--- config.mk ---
export PLATFORM = sky130hd
export DESIGN_NAME = studio2_keypad
export DESIGN_NICKNAME = d
export VERILOG_FILES = /design/src/rtl/studio2_keypad.sv
export SDC_FILE = /design/constraint.sdc
export NUM_CORES = 1
export LEC_CHECK = 0
export CORE_MARGIN = 1.5
export CORE_UTILIZATION = 34
export CTS_BUF_LIST = sky130_fd_sc_hd__clkbuf_4 sky130_fd_sc_hd__clkbuf_8
export DETAILED_ROUTE_END_ITERATION = 10
export GPL_ROUTABILITY_DRIVEN = 0
export PLACE_DENSITY = 0.65
export SLEW_MARGIN = 20
export SYNTH_ARGS = -nofsm -noshare
export SYNTH_HDL_FRONTEND = slang
export SYNTH_SLANG_ARGS = --single-unit
--- constraint.sdc ---
create_clock -name clk_sys -period 4.45 [get_ports clk_sys]
set_clock_uncertainty 0.15 [all_clocks]
set_input_delay 0.6675 -clock clk_sys [delete_from_list [all_inputs] [get_ports clk_sys]]
set_output_delay 0.6675 -clock clk_sys [all_outputs]
set_load 0.05 [all_outputs]
--- src/rtl/studio2_keypad.sv ---
// studio2_keypad
// ---------------------------------------------------------------------------
// Keypad front end for the Studio II core. Decodes MiSTer ps2_key events into
// two 10-key keypad masks, latches the key-select nibble written by the
// CDP1802 with OUT 2, and drives the four active-low CPU external flags.
//
// Key presses are stretched: after a press, a release of any key on the same
// keypad is held off until that keypad's hold counter has run down, so short
// taps stay visible to the CPU's polling loop for at least HOLD_CYCLES cycles.
//
// Configuration macro:
//   KEYPAD2_NUMPAD_EN  defined   -> keypad 2 uses the non-extended numpad
//                      undefined -> keypad 2 uses the QWERTY row Q..P
//
// Parameters:
//   HOLD_CYCLES  minimum cycles a press stays visible (0 = no stretching)
//
// Ports:
//   clk_sys    in   1   system clock, rising edge
//   reset      in   1   synchronous active-high reset
//   ps2_key    in  11   [10] toggle, [9] pressed, [8] extended, [7:0] scan code
//   io_n       in   3   CPU N lines
//   io_out     in   1   CPU OUT strobe, one cycle per OUT
//   cpu_dout   in   8   CPU data during OUT
//   efx_n      in   1   pixie display-status flag, active low
//   ef_n       out  4   EF4..EF1, active low, registered
//   key_sel    out  4   select latch, registered
//   kp1_state  out 10   keypad 1 key-down mask, bit k = digit k
//   kp2_state  out 10   keypad 2 key-down mask, bit k = digit k
//
// Handshake: there is no valid/ready flow control here. A key event is valid
// for exactly one cycle, the cycle in which ps2_key[10] differs from its
// registered copy; a select write is valid in any cycle with io_out=1 and
// io_n=2. Both are always accepted.
// ---------------------------------------------------------------------------
module studio2_keypad #(
    parameter int HOLD_CYCLES = 20000
) (
    input  logic        clk_sys,
    input  logic        reset,
    input  logic [10:0] ps2_key,
    input  logic [2:0]  io_n,
    input  logic        io_out,
    input  logic [7:0]  cpu_dout,
    input  logic        efx_n,
    output logic [3:0]  ef_n,
    output logic [3:0]  key_sel,
    output logic [9:0]  kp1_state,
    output logic [9:0]  kp2_state
);

    // Counter just wide enough for HOLD_CYCLES; at least one bit.
    localparam int CW = (HOLD_CYCLES < 1) ? 1 : $clog2(HOLD_CYCLES + 1);
    localparam logic [CW-1:0] HOLD_LOAD = CW'(HOLD_CYCLES);
    localparam logic [CW-1:0] CNT_ONE   = CW'(1);

    logic                toggle_q;
    logic [1:0][9:0]     state_q, state_d;
    logic [1:0][9:0]     pend_q,  pend_d;
    logic [1:0][CW-1:0]  cnt_q,   cnt_d;
    logic [1:0]          hit;
    logic [1:0][3:0]     idx;
    logic [1:0][9:0]     onehot;
    logic                new_event;
    logic                pressed;
    logic [15:0]         kp1_wide;
    logic [15:0]         kp2_wide;

    assign new_event = (ps2_key[10] != toggle_q);
    assign pressed   = ps2_key[9];

    // Keypad 1 decode: digit row 1..0 on the main keyboard.
    always_comb begin
        hit[0] = 1'b1;
        idx[0] = 4'd0;
        case (ps2_key[7:0])
            8'h16: idx[0] = 4'd1;
            8'h1E: idx[0] = 4'd2;
            8'h26: idx[0] = 4'd3;
            8'h25: idx[0] = 4'd4;
            8'h2E: idx[0] = 4'd5;
            8'h36: idx[0] = 4'd6;
            8'h3D: idx[0] = 4'd7;
            8'h3E: idx[0] = 4'd8;
            8'h46: idx[0] = 4'd9;
            8'h45: idx[0] = 4'd0;
            default: hit[0] = 1'b0;
        endcase
        // Extended codes never map to a keypad key.
        if (!new_event || ps2_key[8]) hit[0] = 1'b0;
    end

    // Keypad 2 decode.
    always_comb begin
        hit[1] = 1'b1;
        idx[1] = 4'd0;
        case (ps2_key[7:0])
`ifdef KEYPAD2_NUMPAD_EN
            8'h70: idx[1] = 4'd0;
            8'h69: idx[1] = 4'd1;
            8'h72: idx[1] = 4'd2;
            8'h7A: idx[1] = 4'd3;
            8'h6B: idx[1] = 4'd4;
            8'h73: idx[1] = 4'd5;
            8'h74: idx[1] = 4'd6;
            8'h6C: idx[1] = 4'd7;
            8'h75: idx[1] = 4'd8;
            8'h7D: idx[1] = 4'd9;
`else
            8'h15: idx[1] = 4'd1;
            8'h1D: idx[1] = 4'd2;
            8'h24: idx[1] = 4'd3;
            8'h2D: idx[1] = 4'd4;
            8'h2C: idx[1] = 4'd5;
            8'h35: idx[1] = 4'd6;
            8'h3C: idx[1] = 4'd7;
            8'h43: idx[1] = 4'd8;
            8'h44: idx[1] = 4'd9;
            8'h4D: idx[1] = 4'd0;
`endif
            default: hit[1] = 1'b0;
        endcase
        if (!new_event || ps2_key[8]) hit[1] = 1'b0;
    end

    assign onehot[0] = 10'd1 << idx[0];
    assign onehot[1] = 10'd1 << idx[1];

    // Next state per keypad. Expiry is applied first so that a press of a
    // pending key in the expiry cycle re-sets the bit (press wins). A release
    // arriving while the counter is 0 or in its final (1->0) cycle clears the
    // bit directly instead of being queued.
    always_comb begin
        state_d = state_q;
        pend_d  = pend_q;
        cnt_d   = cnt_q;
        for (int p = 0; p < 2; p++) begin
            if (cnt_q[p] != '0) begin
                cnt_d[p] = cnt_q[p] - CNT_ONE;
            end
            if (cnt_q[p] == CNT_ONE) begin
                state_d[p] = state_q[p] & ~pend_q[p];
                pend_d[p]  = '0;
            end
            if (hit[p]) begin
                if (pressed) begin
                    state_d[p] = state_d[p] | onehot[p];
                    pend_d[p]  = pend_d[p] & ~onehot[p];
                    cnt_d[p]   = HOLD_LOAD;
                end else if (cnt_q[p] <= CNT_ONE) begin
                    state_d[p] = state_d[p] & ~onehot[p];
                end else begin
                    pend_d[p]  = pend_d[p] | onehot[p];
                end
            end
        end
    end

    always_ff @(posedge clk_sys) begin
        // Loading the live toggle in reset avoids a spurious event afterwards.
        toggle_q <= ps2_key[10];
        if (reset) begin
            state_q <= '0;
            pend_q  <= '0;
            cnt_q   <= '0;
        end else begin
            state_q <= state_d;
            pend_q  <= pend_d;
            cnt_q   <= cnt_d;
        end
    end

    always_ff @(posedge clk_sys) begin
        if (reset) begin
            key_sel <= 4'd0;
        end else if (io_out && (io_n == 3'd2)) begin
            key_sel <= cpu_dout[3:0];
        end
    end

    // Zero-extended masks: select values 10..15 read a 0 bit, giving flag=1.
    assign kp1_wide = {6'd0, state_q[0]};
    assign kp2_wide = {6'd0, state_q[1]};

    always_ff @(posedge clk_sys) begin
        if (reset) begin
            ef_n <= 4'b1111;
        end else begin
            ef_n <= {~kp2_wide[key_sel], ~kp1_wide[key_sel], 1'b1, efx_n};
        end
    end

    assign kp1_state = state_q[0];
    assign kp2_state = state_q[1];

endmodule

======== Word level (Yosys, flattened, before mapping) ========
Cells that the tools add are included.
operators by class
  bitwise operators ....................... 16
  shifts and indexed selects .............. 2
  reductions and logical operators ........ 7
  mux-type cells .......................... 32
  eq/ne operators ......................... 24
  add/subtract/negate cells ............... 2
  $lt $le $gt $ge ......................... 3
operator list
  cell                   count
  $mux 10                16
  $mux 15                6
  $eq 8x6->1 const B     11
  $pmux 4 s9             2
  $and 10x10->10         6
  $eq 8x7->1 const B     5
  $not 10->10            4
  $or 10x10->10          4
  $eq 8x5->1 const B     4
  $eq 15x1->1 const B    2
  $le 15x1->1 const B    2
  $reduce_bool 15->1     2
  $sub 15x1->15 const B  2
  $reduce_or 10->1       2
  $shl 1x4->10 const A   2
  $bmux 1 s4             2
  $mux 1                 6
  $lt 4x5->1 const B     1
  $eq 3x2->1 const B     1
  $not 1->1              2
  $logic_and 1x1->1      1
  $logic_not 1->1        1
  $logic_or 1x1->1       1
  $ne 1x1->1             1
storage, ports and cells
  input port bits ......................... 26
  bits in registers ....................... 79
  output and inout port bits .............. 28
  word-level logic and storage cells ...... 96

======== Depth between registers and ports, before layout ========
Gate-level depths: netlist of run 1.
  word-level depth ........................ 8
  depth in mapped cells ................... 8
  mapped depth without buffers ............ 7

======== Least setup slack after synthesis of run 1 ========
OpenSTA, ideal clock, no wires.
  path kind ............................... in2reg
  start ................................... in ps2_key[0]
  end ..................................... reg pend_q[17] (netlist name)
  data arrival time ....................... 2.343 ns
  library setup time ...................... 0.135 ns
  data required time ...................... 4.165 ns
  buffers on the path ..................... 3
  setup slack ............................. 1.821 ns
  stages on the path ...................... 8
  cells stage by stage .................... buf_6 or4b_4 or4_1 o211ai_2 and2_1 buf_6 buf_8 a21oi_1
on the way
  word-level cells in the longest chain between the ends .. 7
  elaborated cells on any way between the ends .. 21
  those cells by class .................... eq/ne: 10; shift: 1; mux: 6; bitwise: 3; reduce/logical: 1
ends and longest elaborated chain
  item                                          line      text
  start: declaration                            41        input logic [10:0] ps2_key,
  $eq 8x7->1 (tied with other cells)            97        case (ps2_key[7:0])
  $pmux 4 s9                                    97
  $shl 1x4->10                                  127       assign onehot[1] = 10'd1 << idx[1];
  $or 10x10->10 or $not 10->10 (tied branches)  153, 148
  $mux 10 or $and 10x10->10 (tied branches)     150, 148
  $mux 10                                       146       if (pressed) begin
  $mux 10 (*)                                   145       if (hit[p]) begin
  end signal: assignment                        168       pend_q <= pend_d;
  end: declaration                              59        logic [1:0][9:0] pend_q, pend_d;
Mark *: on every way between the ends. The rest lies on a longest branch, timed or not.
A chain may end at the register's enable or synchronous reset.

======== Final worst setup path of run 1 ========
  start ................................... in ps2_key[2]
  end ..................................... reg pend_q[11] (netlist name)
Same word-level chain as after synthesis.

==> results.cfg, run 1 <==
[clocking]
cts_max_path_buffers = 2
numCtsBuffers = 9
worstSkewPairLatency_ns = 0.36
numClockSinks = 78
hold_buffers = 0
htree_levels = 3
post-cts-setup-buffer-count = 0
clockRootBuffer = clkbuf_8
cts.repair.resized = 0
tritoncts = yes
path_clk_slew_ns = 0.08

[place]
io_buffers = 48
pre_cts_slack_ns = 0.7487
hpwl_mm = 7.737
placed_cells = 642

[timing]
relSlewSlack = 0.2770
setup_viol = 0
setup_tns_ns = 0
finalHoldViolations = 0
fin_crit_sh = 0.7528
setup_ws_ns = 1.100
period_needed_ns = 3.350
final-max-slew-violation-count = 0
max_freq_mhz = 298.5
worstMarginPinSlew_ns = 1.076
rsz0062_at_grt = no

[detailed_routing]
drt_iter0_markers = 277
drc = 0
firstDrtPassIters = 7
routed_via_density = 5.746
drt-total-wl_mm = 10.83
final_antenna_net_count = 0
num_vias = 3781
wire_per_inst_um = 16.47

[setup_path]
path_cells = clkdlybuf4s50_1, or4b_4, or4_1, o211ai_2, and2_1, a211oi_1
crit_family = simple AND/OR/NAND/NOR gates
crit_cells = 6
start_kind = primary input
max_stage_delay_ns = 0.72
crit_path_end_kind = register
path_class = in -> reg
ff2ff_path_depth = 6
arrival_ns = 3.41
cp_num_buf_inv = 1
cp.required_ns = 4.51
cp_slowest_cell = clkdlybuf4s50_1
critPathMaxFanout = 16

[layout]
antennaDiodeCount = 0
fin_nets = 536
final_layout_size_suffix_gt1_frac = 0.09980
final_cells = 658
utilization = 0.4092
syn_to_final_growth_pct = 18.33

[min_path]
hold_class = reg -> reg
holdPathStages = 2

[grt]
grt_overflow = 0
grt_max_degree = 32
antenna_found_initial = 0
grt_usage = 0.1732
grt_pass1_vias = 3581
grt_pass1_wl_mm = 17.82

[die]
die_w_um = 113.3
die_h_um = 113.3
num_rows = 40
initial_core_util = 0.3458
io_pins = 54
die-area_um2 = 12840
placeableCoreArea_um2 = 11960

[yosys]
yosys_most_used_dff = dfxtp_1
ys_ff_latch = 78
yosysWarnings = 0
syn-instance-count = 471
netlist_area_um2 = 4136
syn-mean-instance-area_um2 = 8.782
synth_edf_count = 0
synthArstFlopShare = 0
synth_cell_types = 71
synth_seq_area_share = 0.3775
synth_nets = 501

[pwr]
power.density_nw_per_um2 = 522.4
p_leak_nw = 1.675
ir_drop_mv = 0.2133

[run]
maxCapViolCount = 0

[outcome]
status = finished clean
metrics by stage:
stage                     total power [mW]  hold WS [ns]  instance area [um2]
after floorplan                      1.809        0.2931                 4136
after global placement               1.962        0.3043                 4682
after detailed placement             1.997        0.3145                 4682
after CTS                            2.573        0.3260                 4895
after global routing                 2.739        0.3496                 4895
final                                2.557        0.3237                 4895
cell type report:
| class | instances | area [um2] |
|---|---|---|
| fillers | 1189 | 7067 |
| multi-input cells | 356 | 2397 |
| flip-flops and latches | 78 | 1562 |
| repair buffers | 52 | 505.5 |
| well taps | 147 | 183.9 |
| clock buffers | 14 | 173.9 |
| clock inverters | 2 | 38.79 |
| inverters | 9 | 33.78 |
flip-flops by register name, summed over array words and instances, names as in the netlist:
signal / count
kp1_state: 10
kp2_state: 10
ef_n: 3
cnt_q: 30
pend_q: 20
toggle_q: 1
key_sel: 4
power by group:
part | switching [mW] | total, mW | internal (mW)
clock network | 0.261 | 0.572 | 0.311
logic | 0.641 | 1.08 | 0.436
registers | 0.110 | 0.908 | 0.798
total | 1.01 | 2.56 | 1.55
worst paths after layout:
kind / from / end / slack (ns)
worst min register to register: cnt_q[29] / cnt_q[29] / 0.32
worst max-delay path: ps2_key[2] / pend_q[11] / 1.10
worst min-delay path: cnt_q[29] / cnt_q[29] / 0.32
worst max register to register: cnt_q[0] / kp1_state[6] / 1.72
worst min-delay path: stages, from the launching register on:
cell and delay [ns]:
dfxtp_1 0.31, o31ai_1 0.06, a21oi_1 0.06
metal layers:
metal  vias to the layer above  share of wire  GRT usage
li1                       1834              -          -
met1                      1816           0.46     0.2333
met2                       116           0.47     0.2824
met4                         0          0.016    0.05833
met3                        15          0.047    0.02892
met5                         -              0          0
logic make-up (layout without fill, tap and decap cells):
logic type / after synthesis / after routing / synth area share
simple gates: 207 / 207 / 0.2889
other cells: 1 / 1 / 0.0009066
mux: 12 / 12 / 0.04114
xor+xnor: 23 / 23 / 0.04870
buf+inv: 37 / 77 / 0.04295
fa+ha+maj: 4 / 4 / 0.01210
compound gates: 109 / 109 / 0.1878
flops: 78 / 78 / 0.3775
layout by cell type (no fill, tap or decap), types with 5 or more instances in the layout:
master	count
a211oi_1	8
a21oi_1	27
a22o_1	11
a22oi_1	8
and3_1	14
clkbuf_8	11
clkdlybuf4s50_1	47
dfxtp_1	78
inv_1	9
mux2i_1	8
nand2_1	47
nand3_1	13
nand4_1	6
nor2_1	33
nor3_1	26
nor4_1	9
o21ai_0	12
o311ai_0	9
o31ai_1	6
or2_2	6
or3_1	5
or4_1	6
xnor2_1	20
Yosys cell counts, types with 4 or more instances:
master     n  area [um2]
nand3b_1   4       30.03
mux4_2     4       90.09
o31ai_1    6       45.04
or4_1      6       45.04
a22oi_1    8       60.06
and2_1     4       25.02
a22o_1    11       96.34
or3_1      5       31.28
mux2i_1    8       80.08
nor2_1    33       123.9
o311ai_0   9       78.83
nand4_1    6       37.54
a21oi_1   27       135.1
clkbuf_1  17       63.81
ha_1       4       50.05
and3_1    14       87.58
xnor2_1   20       175.2
nand2_1   47       176.4
a211oi_1   8       60.06
or2_2      6       37.54
o21ai_0   12       60.06
dfxtp_1   78        1562
nand3_1   13       65.06
inv_1      9       33.78
nor3_1    26       130.1
nor2b_1    4       25.02
nor4_1     9       56.30
(Power assumes the default switching activity.)
==> run 2, diff against run 1 <==
--- a/config.mk
+++ b/config.mk
@@ -10,7 +10,7 @@
 export CTS_BUF_LIST = sky130_fd_sc_hd__clkbuf_4 sky130_fd_sc_hd__clkbuf_8
 export DETAILED_ROUTE_END_ITERATION = 10
 export GPL_ROUTABILITY_DRIVEN = 0
-export PLACE_DENSITY = 0.65
+export PLACE_DENSITY = 0.67
 export SLEW_MARGIN = 20
 export SYNTH_ARGS = -nofsm -noshare
 export SYNTH_HDL_FRONTEND = slang
==> constraint.sdc (replaced) <==
create_clock -name clk_sys -period 3 [get_ports clk_sys]
set_clock_uncertainty 0.15 [all_clocks]
set_input_delay 0.45 -clock clk_sys [delete_from_list [all_inputs] [get_ports clk_sys]]
set_output_delay 0.45 -clock clk_sys [all_outputs]
set_load 0.05 [all_outputs]
==> run 2 against run 1 <==
Final area increased by 4.2%. First-iteration DRC count decreased by 2.9%. Count of clock-buffer cells in the layout decreased by 5. Routed wire length decreased by 1.3%. Largest power group unchanged. Largest cell class unchanged.
==> results.cfg, run 2 (synthesis results as in run 1) <==
[setup_path]
cp_slowest_cell = or4b_4
start_kind = primary input
critPathMaxFanout = 16
cp.required_ns = 3.08
crit_path_end_kind = register
crit_family = simple AND/OR/NAND/NOR gates
r2r_slack_ns = 0.52
cp_num_buf_inv = 2
arrival_ns = 2.60
path_cells = clkdlybuf4s50_1, or4b_4, or4_1, o211ai_2, and2_1, buf_12, a211oi_1
path_class = in -> reg
max_stage_delay_ns = 0.58

[die]
initial_core_util = 0.3458
die_w_um = 113.3
die_h_um = 113.3
num_rows = 40
die-area_um2 = 12840
placeableCoreArea_um2 = 11960
io_pins = 54

[clocking]
post-cts-setup-buffer-count = 0
htree_levels = 3
worstSkewPairLatency_ns = 0.35
numClockSinks = 78
cts_max_path_buffers = 2
tritoncts = yes
numCtsBuffers = 9
hold_buffers = 0
cts.repair.resized = 0
path_clk_slew_ns = 0.08
clockRootBuffer = clkbuf_8

[detailed_routing]
wire_per_inst_um = 15.73
drc = 0
firstDrtPassIters = 5
drt-total-wl_mm = 10.70
routed_via_density = 5.654
num_vias = 3845
final_antenna_net_count = 0
drt_iter0_markers = 269

[layout]
largest_register = cnt_q
antennaDiodeCount = 0
utilization = 0.4266
fin_nets = 559
final_layout_size_suffix_gt1_frac = 0.1370
syn_to_final_growth_pct = 23.35
final_cell_area_um2 = 5102
largest_reg_flops = 30
final_common_cell = dfxtp_1
top_regs = cnt_q x30, pend_q x20
fillers = 1166
final_cells = 680
layout_common_cells = dfxtp_1, nand2_1, clkdlybuf4s50_1

[pwr]
power.density_nw_per_um2 = 772.8
ir_drop_mv = 0.3277
p_leak_nw = 1.795
fin_total_pwr_mw = 3.943

[grt]
grt_overflow = 0
grt_max_degree = 31
grt_pass1_vias = 3666
antenna_found_initial = 0
grt_pass1_wl_mm = 17.68
grt_usage = 0.1709

[timing]
max_freq_mhz = 396.8
final-max-slew-violation-count = 0
worstMarginPinSlew_ns = 0.7005
period_needed_ns = 2.520
relSlewSlack = 0.5325
fin_crit_sh = 0.8400
setup_viol = 0
setup_tns_ns = 0
rsz0062_at_grt = no
finalHoldViolations = 0

[place]
hpwl_mm = 7.807
placed_area_um2 = 4867
io_buffers = 48
placed_cells = 665

[outcome]
status = finished clean

[min_path]
hold_class = reg -> reg

[run]
maxCapViolCount = 0
[run 2: cell count changes in the layout (fill, tap and decap cells not counted), sizes merged]
cell,change
buf,+23
bufinv,+2
clkbuf,-5
clkinv,+2
clkinvlp,+1
inv,-1
[run 2: path summary, 6_finish.rpt]
path             endpoint  depth (start not counted)        from
min             cnt_q[29]                          2   cnt_q[29]
max            pend_q[11]                          7  ps2_key[1]
min reg2reg     cnt_q[29]                          2   cnt_q[29]
max reg2reg  kp1_state[4]                          5   cnt_q[11]
[run 2: final cells by class]
cell class	instances	area (um2)	share of cell area
clock inverters	6	111.4	0.02182
clock buffers	9	123.9	0.02428
multi-input cells	356	2397	0.4698
well taps	147	183.9	0.03605
flip-flops and latches	78	1562	0.3060
repair buffers	75	690.7	0.1354
inverters	9	33.78	0.006621
[run 2: report_power, final]
| part | total [mW] | leakage, nW | switching [mW] | internal (mW) |
|---|---|---|---|---|
| clock network | 0.931 | 0.115 | 0.383 | 0.548 |
| logic | 1.67 | 1.05 | 0.973 | 0.698 |
| registers | 1.34 | 0.634 | 0.157 | 1.18 |
| total | 3.94 | 1.79 | 1.51 | 2.43 |
[run 2: metal layers]
layer  part of all wire  global-route usage  up-vias
met4              0.013             0.06083        0
met1               0.46              0.2270     1830
met3              0.061             0.02892       14
met5                  0                   0        -
li1                   -                   -     1883
met2               0.46              0.2804      118
[run 2: worst min-delay path, stage by stage (launching register included)]
cell and delay (ns):
dfxtp_1 0.32, o31ai_1 0.06, a21oi_1 0.07
[run 2: through the flow]
stage               hold slack [ns]  setup slack, ns
floorplan                    0.2931           0.5887
global placement             0.3048           0.1477
detailed placement           0.3268           0.1364
CTS                          0.3380           0.5048
global route                 0.3424           0.3547
finish                       0.3363           0.4801
